`src/rtl/dsp_param_frame_rx.sv`:
```
// Receives a DSP parameter frame from the shared RAM on a debounced XINT1 fall.
// The frame is checksum-validated and then committed to params_flat as one block.
module dsp_param_frame_rx #(
    parameter int unsigned    DW         = 16,
    parameter int unsigned    AW         = 10,
    parameter int unsigned    NUM_WORDS  = 31,
    parameter logic [AW-1:0]  BASE_ADDR  = 10'h010,
    parameter int unsigned    DEB_LEN    = 5,
    parameter int unsigned    DELAY_TIME = 100,
    parameter int unsigned    WAIT_TMO   = 4096
) (
    input  logic                    clk_100M,
    input  logic                    reset_n,
    input  logic                    enable,
    input  logic                    XINT1,
    input  logic                    dsp_w,
    input  logic [DW-1:0]           ram_dout,
    output logic [AW-1:0]           addr_r,
    output logic [NUM_WORDS*DW-1:0] params_flat,
    output logic                    frame_ok,
    output logic                    sum_err,
    output logic                    timeout_err,
    output logic                    busy,
    output logic [15:0]             frame_cnt,
    output logic [15:0]             err_cnt
);

    localparam int unsigned DB_W  = $clog2(DEB_LEN + 1);
    localparam int unsigned DT_W  = $clog2(DELAY_TIME + 1);
    localparam int unsigned TMO_W = $clog2(WAIT_TMO + 1);
    localparam int unsigned RD_W  = $clog2(NUM_WORDS + 2);
    localparam int unsigned IX_W  = (NUM_WORDS > 1) ? $clog2(NUM_WORDS) : 1;

    // The last read address must fit in the RAM without wrapping.
    if (int'(BASE_ADDR) + NUM_WORDS >= (1 << AW)) begin : g_addr_range_check
        $error("dsp_param_frame_rx: BASE_ADDR + NUM_WORDS exceeds the address space");
    end

    typedef enum logic [2:0] {
        ST_IDLE,
        ST_DELAY,
        ST_WAIT_W,
        ST_READ,
        ST_CHECK
    } state_t;

    state_t                  state, state_next;
    logic [1:0]              xint_sync;
    logic                    xint_filt;
    logic [DB_W-1:0]         deb_cnt;
    logic [DT_W-1:0]         dly_cnt;
    logic [TMO_W-1:0]        tmo_cnt;
    logic [RD_W-1:0]         rd_cnt;
    logic [DW-1:0]           sum;
    logic [DW-1:0]           checksum;
    logic [NUM_WORDS*DW-1:0] staging;
    logic                    filt_fall_c;
    logic                    read_start_c;
    logic                    cap_word_c;
    logic                    cap_sum_c;
    logic                    commit_c;
    logic                    bad_c;
    logic                    tmo_c;

    // Filtered level is about to change 1->0 on this edge.
    assign filt_fall_c = xint_filt & ~xint_sync[1] & (deb_cnt == DB_W'(DEB_LEN - 1));

    // Two-flop synchronizer followed by the consecutive-sample debounce filter.
    always_ff @(posedge clk_100M) begin
        if (!reset_n) begin
            xint_sync <= 2'b11;
            xint_filt <= 1'b1;
            deb_cnt   <= '0;
        end else begin
            xint_sync <= {xint_sync[0], XINT1};
            if (xint_sync[1] == xint_filt) begin
                deb_cnt <= '0;
            end else if (deb_cnt == DB_W'(DEB_LEN - 1)) begin
                xint_filt <= xint_sync[1];
                deb_cnt   <= '0;
            end else begin
                deb_cnt <= deb_cnt + DB_W'(1);
            end
        end
    end

    // FSM state register.
    always_ff @(posedge clk_100M) begin
        if (!reset_n) begin
            state <= ST_IDLE;
        end else begin
            state <= state_next;
        end
    end

    // Next state and per-cycle datapath strobes.
    always_comb begin
        state_next   = state;
        read_start_c = 1'b0;
        cap_word_c   = 1'b0;
        cap_sum_c    = 1'b0;
        commit_c     = 1'b0;
        bad_c        = 1'b0;
        tmo_c        = 1'b0;
        case (state)
            ST_IDLE: begin
                if (filt_fall_c && enable) begin
                    state_next = ST_DELAY;
                end
            end
            ST_DELAY: begin
                if (dly_cnt == DT_W'(DELAY_TIME - 1)) begin
                    state_next = ST_WAIT_W;
                end
            end
            ST_WAIT_W: begin
                if (!dsp_w) begin
                    state_next   = ST_READ;
                    read_start_c = 1'b1;
                end else if (tmo_cnt == TMO_W'(WAIT_TMO - 1)) begin
                    state_next = ST_IDLE;
                    tmo_c      = 1'b1;
                end
            end
            ST_READ: begin
                if (rd_cnt == RD_W'(NUM_WORDS + 1)) begin
                    cap_sum_c  = 1'b1;
                    state_next = ST_CHECK;
                end else if (rd_cnt != '0) begin
                    cap_word_c = 1'b1;
                end
            end
            ST_CHECK: begin
                state_next = ST_IDLE;
                if (checksum == ~sum) begin
                    commit_c = 1'b1;
                end else begin
                    bad_c = 1'b1;
                end
            end
            default: state_next = ST_IDLE;
        endcase
    end

    // Per-state cycle counters, cleared whenever their state is left.
    always_ff @(posedge clk_100M) begin
        if (!reset_n) begin
            dly_cnt <= '0;
            tmo_cnt <= '0;
            rd_cnt  <= '0;
        end else begin
            dly_cnt <= (state == ST_DELAY)  ? dly_cnt + DT_W'(1)  : '0;
            tmo_cnt <= (state == ST_WAIT_W) ? tmo_cnt + TMO_W'(1) : '0;
            rd_cnt  <= (state == ST_READ)   ? rd_cnt + RD_W'(1)   : '0;
        end
    end

    // Staging words; data for address BASE_ADDR+k arrives at rd_cnt == k+1.
    always_ff @(posedge clk_100M) begin
        if (cap_word_c) begin
            staging[32'(IX_W'(rd_cnt - RD_W'(1))) * DW +: DW] <= ram_dout;
        end
    end

    // Address sequencing, checksum accumulation, commit and statistics.
    always_ff @(posedge clk_100M) begin
        if (!reset_n) begin
            addr_r      <= BASE_ADDR;
            params_flat <= '0;
            frame_ok    <= 1'b0;
            sum_err     <= 1'b0;
            timeout_err <= 1'b0;
            busy        <= 1'b0;
            frame_cnt   <= '0;
            err_cnt     <= '0;
            sum         <= '0;
            checksum    <= '0;
        end else begin
            frame_ok    <= commit_c;
            timeout_err <= tmo_c;
            busy        <= (state_next != ST_IDLE);

            if (read_start_c || state == ST_CHECK) begin
                addr_r <= BASE_ADDR;
            end else if (state == ST_READ && rd_cnt < RD_W'(NUM_WORDS)) begin
                addr_r <= addr_r + AW'(1);
            end

            if (read_start_c) begin
                sum <= '0;
            end else if (cap_word_c) begin
                sum <= sum + ram_dout;
            end

            if (cap_sum_c) begin
                checksum <= ram_dout;
            end

            if (commit_c) begin
                params_flat <= staging;
                frame_cnt   <= frame_cnt + 16'd1;
                sum_err     <= 1'b0;
            end else if (bad_c) begin
                sum_err <= 1'b1;
            end

            if ((bad_c || tmo_c) && err_cnt != 16'hFFFF) begin
                err_cnt <= err_cnt + 16'd1;
            end
        end
    end

endmodule

```
`config.mk`:
```
export PLATFORM = sky130hd
export DESIGN_NAME = dsp_param_frame_rx
export DESIGN_NICKNAME = d
export VERILOG_FILES = /design/src/rtl/dsp_param_frame_rx.sv
export SDC_FILE = /design/constraint.sdc
export NUM_CORES = 1
export LEC_CHECK = 0
export CAP_MARGIN = 5
export CORE_ASPECT_RATIO = 0.9
export CORE_UTILIZATION = 54
export CTS_CLUSTER_DIAMETER = 120
export CTS_CLUSTER_SIZE = 20
export DETAILED_ROUTE_END_ITERATION = 12
export GPL_ROUTABILITY_DRIVEN = 0
export PLACE_DENSITY = 0.75
export SYNTH_ARGS = -nofsm -noshare
export SYNTH_HDL_FRONTEND = slang
export SYNTH_SLANG_ARGS = --single-unit
```
`constraint.sdc`:
```
create_clock -name clk_100M -period 4.1 [get_ports clk_100M]
set_input_delay 0.82 -clock clk_100M [delete_from_list [all_inputs] [get_ports clk_100M]]
set_output_delay 0.82 -clock clk_100M [all_outputs]
set_load 0.01 [all_outputs]
```
==> results.toml <==
[finish]
drive_above_1_share_pct = 3.59
fillers = 5940
final_common_cell = "nand2_1"
seq_area_mm2 = 0.0271
syn2layout_area_growth_pct = 20.7
num-nets-final = 4565
multiInputGateArea_mm2 = 0.0125
final_cell_mix = "nand2_1, dfxtp_1, clkdlybuf4s50_1"

[global_routing]
grt_start_max_net_pins = 214
grt_overflow = 0
grtUsageTotal_pct = 29.3
antenna_found_initial = 8
grt_first_pass_wirelength_um = 171000
grt_pass1_vias = 28500

[drt]
wl_met3_um = 9140
ant_nets = 0
wl_met1_um = 46400
wire_per_inst_um = 20.9
met2_length_um = 55800
drc = 0
vias = 30800
drt_wl_total_um = 116000
first_pass_iters = 5
viasPerCell = 5.57
top_signal_layer_used = "met5"
drtIter0Drc = 3182

[sta]
period_share_pct = 94.4
worst_slew_pin_slew_ns = 1.38
finalSetupViolations = 0
fin_tns_setup_ns = 0
slew_headroom_pct = 7.72
period_minus_slack_ns = 3.87
fmax_ghz = 0.258
fin_worst_skew_ns = 0.0391
hold_violations = 0
slew_viol_final = 0
rsz0062_at_grt = "false"

[worst_setup_path]
arrival_ns = 4.16
path_class = "flip-flop to flip-flop"
crit_fanout = 16
end_kind = "flip-flop"
required_ns = 4.39
cp-start-kind = "flip-flop"

[floorplan]
fp.dieArea_mm2 = 0.0763
die_h_um = 262
num_rows = 95
start_util_pct = 54.5
die_w_um = 291
core_mm2 = 0.0745
io_pins = 563

[synth]
synth_seq_cells = 1105
syn_nets = 4129
synthCells = 4077
syn_area_mm2 = 0.0406
synth_edf_count = 496
async_reset_ff_share_pct = 0
synth.distinct_cells = 63
ys_warn_count = 0
yosysSeqAreaShare_pct = 66.7
synth_ff_type = "dfxtp_1"
synth.avg_cell_area_um2 = 9.96

[run]
max-cap-violations = 0

[placement]
hpwl_um = 75300
numPortBuffers = 562

[clock_tree]
cts_inserted_buffers = 61
postCtsSetupBuffers = 0
cts_root_buffer = "clkbuf_16"
cts.sinks = 1105
path_clk_slew_ns = 0.09
cts_resized = 0
worstSkewPairLatency_ns = 0.67
clk_path_buf_depth = 3
tritoncts = "done"
htreeDepth = 2
ctsHoldBuffers = 0

[power_and_ir_drop]
total_power_mw = 18.1
powerDensity_mw_per_mm2 = 369
ir_worst_vdd_v = 0.000319
cellLeakagePower_nw = 17.1

[outcome]
status = "finished clean"

[min_path]
hold_path.class = "flip-flop to flip-flop"
-- final cells by class --
class	count	area share (%)
flip-flops and latches	1105	55.3
multi-input cells	2688	25.5
repair buffers	641	12.9
clock buffers	111	3.58
well taps	970	2.48
inverters	16	0.138
clock inverters	2	0.0511
diodes	6	0.0306
-- through the flow --
stage	instance area (um2)	worst slack (ns)	hold slack (ns)	std cells	utilization (%)
6_report	49000	0.231	0.425	5539	65.8
3_3_place_gp	47200	0.364	0.399	5420	63.3
4_1_cts	49000	0.259	0.422	5533	65.7
3_5_place_dp	47200	0.285	0.403	5420	63.3
2_1_floorplan	40600	0.622	0.386	4077	-
5_1_grt	49000	0.0288	0.449	5539	65.8
-- flip-flops by register name, indices dropped and copies added, names as in the netlist --
name / flops
params_flat: 496
staging: 496
checksum: 16
err_cnt: 16
frame_cnt: 16
sum: 16
tmo_cnt: 13
addr_r: 10
dly_cnt: 7
rd_cnt: 6
deb_cnt: 3
state: 3
xint_sync: 2
busy: 1
frame_ok: 1
sum_err: 1
timeout_err: 1
xint_filt: 1
-- final timing paths --
check	startpoint	endpoint	slack, ns	depth (start not counted)
setup / recovery	rd_cnt[1]	staging[351]	0.23	9
hold / removal	xint_sync[0]	xint_sync[1]	0.42	1
setup reg to reg	rd_cnt[1]	staging[351]	0.23	9
hold reg to reg	xint_sync[0]	xint_sync[1]	0.42	1
-- power breakdown --
part | switching [mW] | internal (mW)
sequential | 0.000348 | 11.4
combinational | 0.230 | 0.0528
clock | 3.50 | 2.91
-- cells by family after synthesis --
logic type	synth area share, %
fa+ha+maj	0.974
mux	0.246
simple gates	20.2
xor+xnor	1.51
buf+inv	2.66
compound gates	7.68
flops	66.7
-- cells in the mapped netlist (all sizes together), types with 20 or more instances --
master,n,area [um2]
dfxtp,609,12200
nand2b,20,125
a21oi,541,2710
xor2,25,219
ha,30,375
and3,69,432
and2,96,601
clkbuf,258,970
nor3,21,105
nand2,1199,4500
xnor2,44,393
edfxtp,496,14900
nor2,470,1760
nand3,37,185
-- layer usage --
layer	GRT usage (%)	vias up
li1	-	14400
met1	39.1	14900
met2	48.4	1313
met3	4.44	210
met4	11.5	2
met5	0	-
-- worst max-delay path, cell delays in order, from the launching register on --
cell and delay [ns]:
dfxtp_1 0.44, inv_1 0.13, ha_1 0.37, nand2_1 0.21, a2bb2oi_1 0.18, o22a_1 0.23, xor2_1 0.47, nand2_1 0.18
nor2_1 0.50, and2_1 0.78
Power figures use the tool's default switching activity.
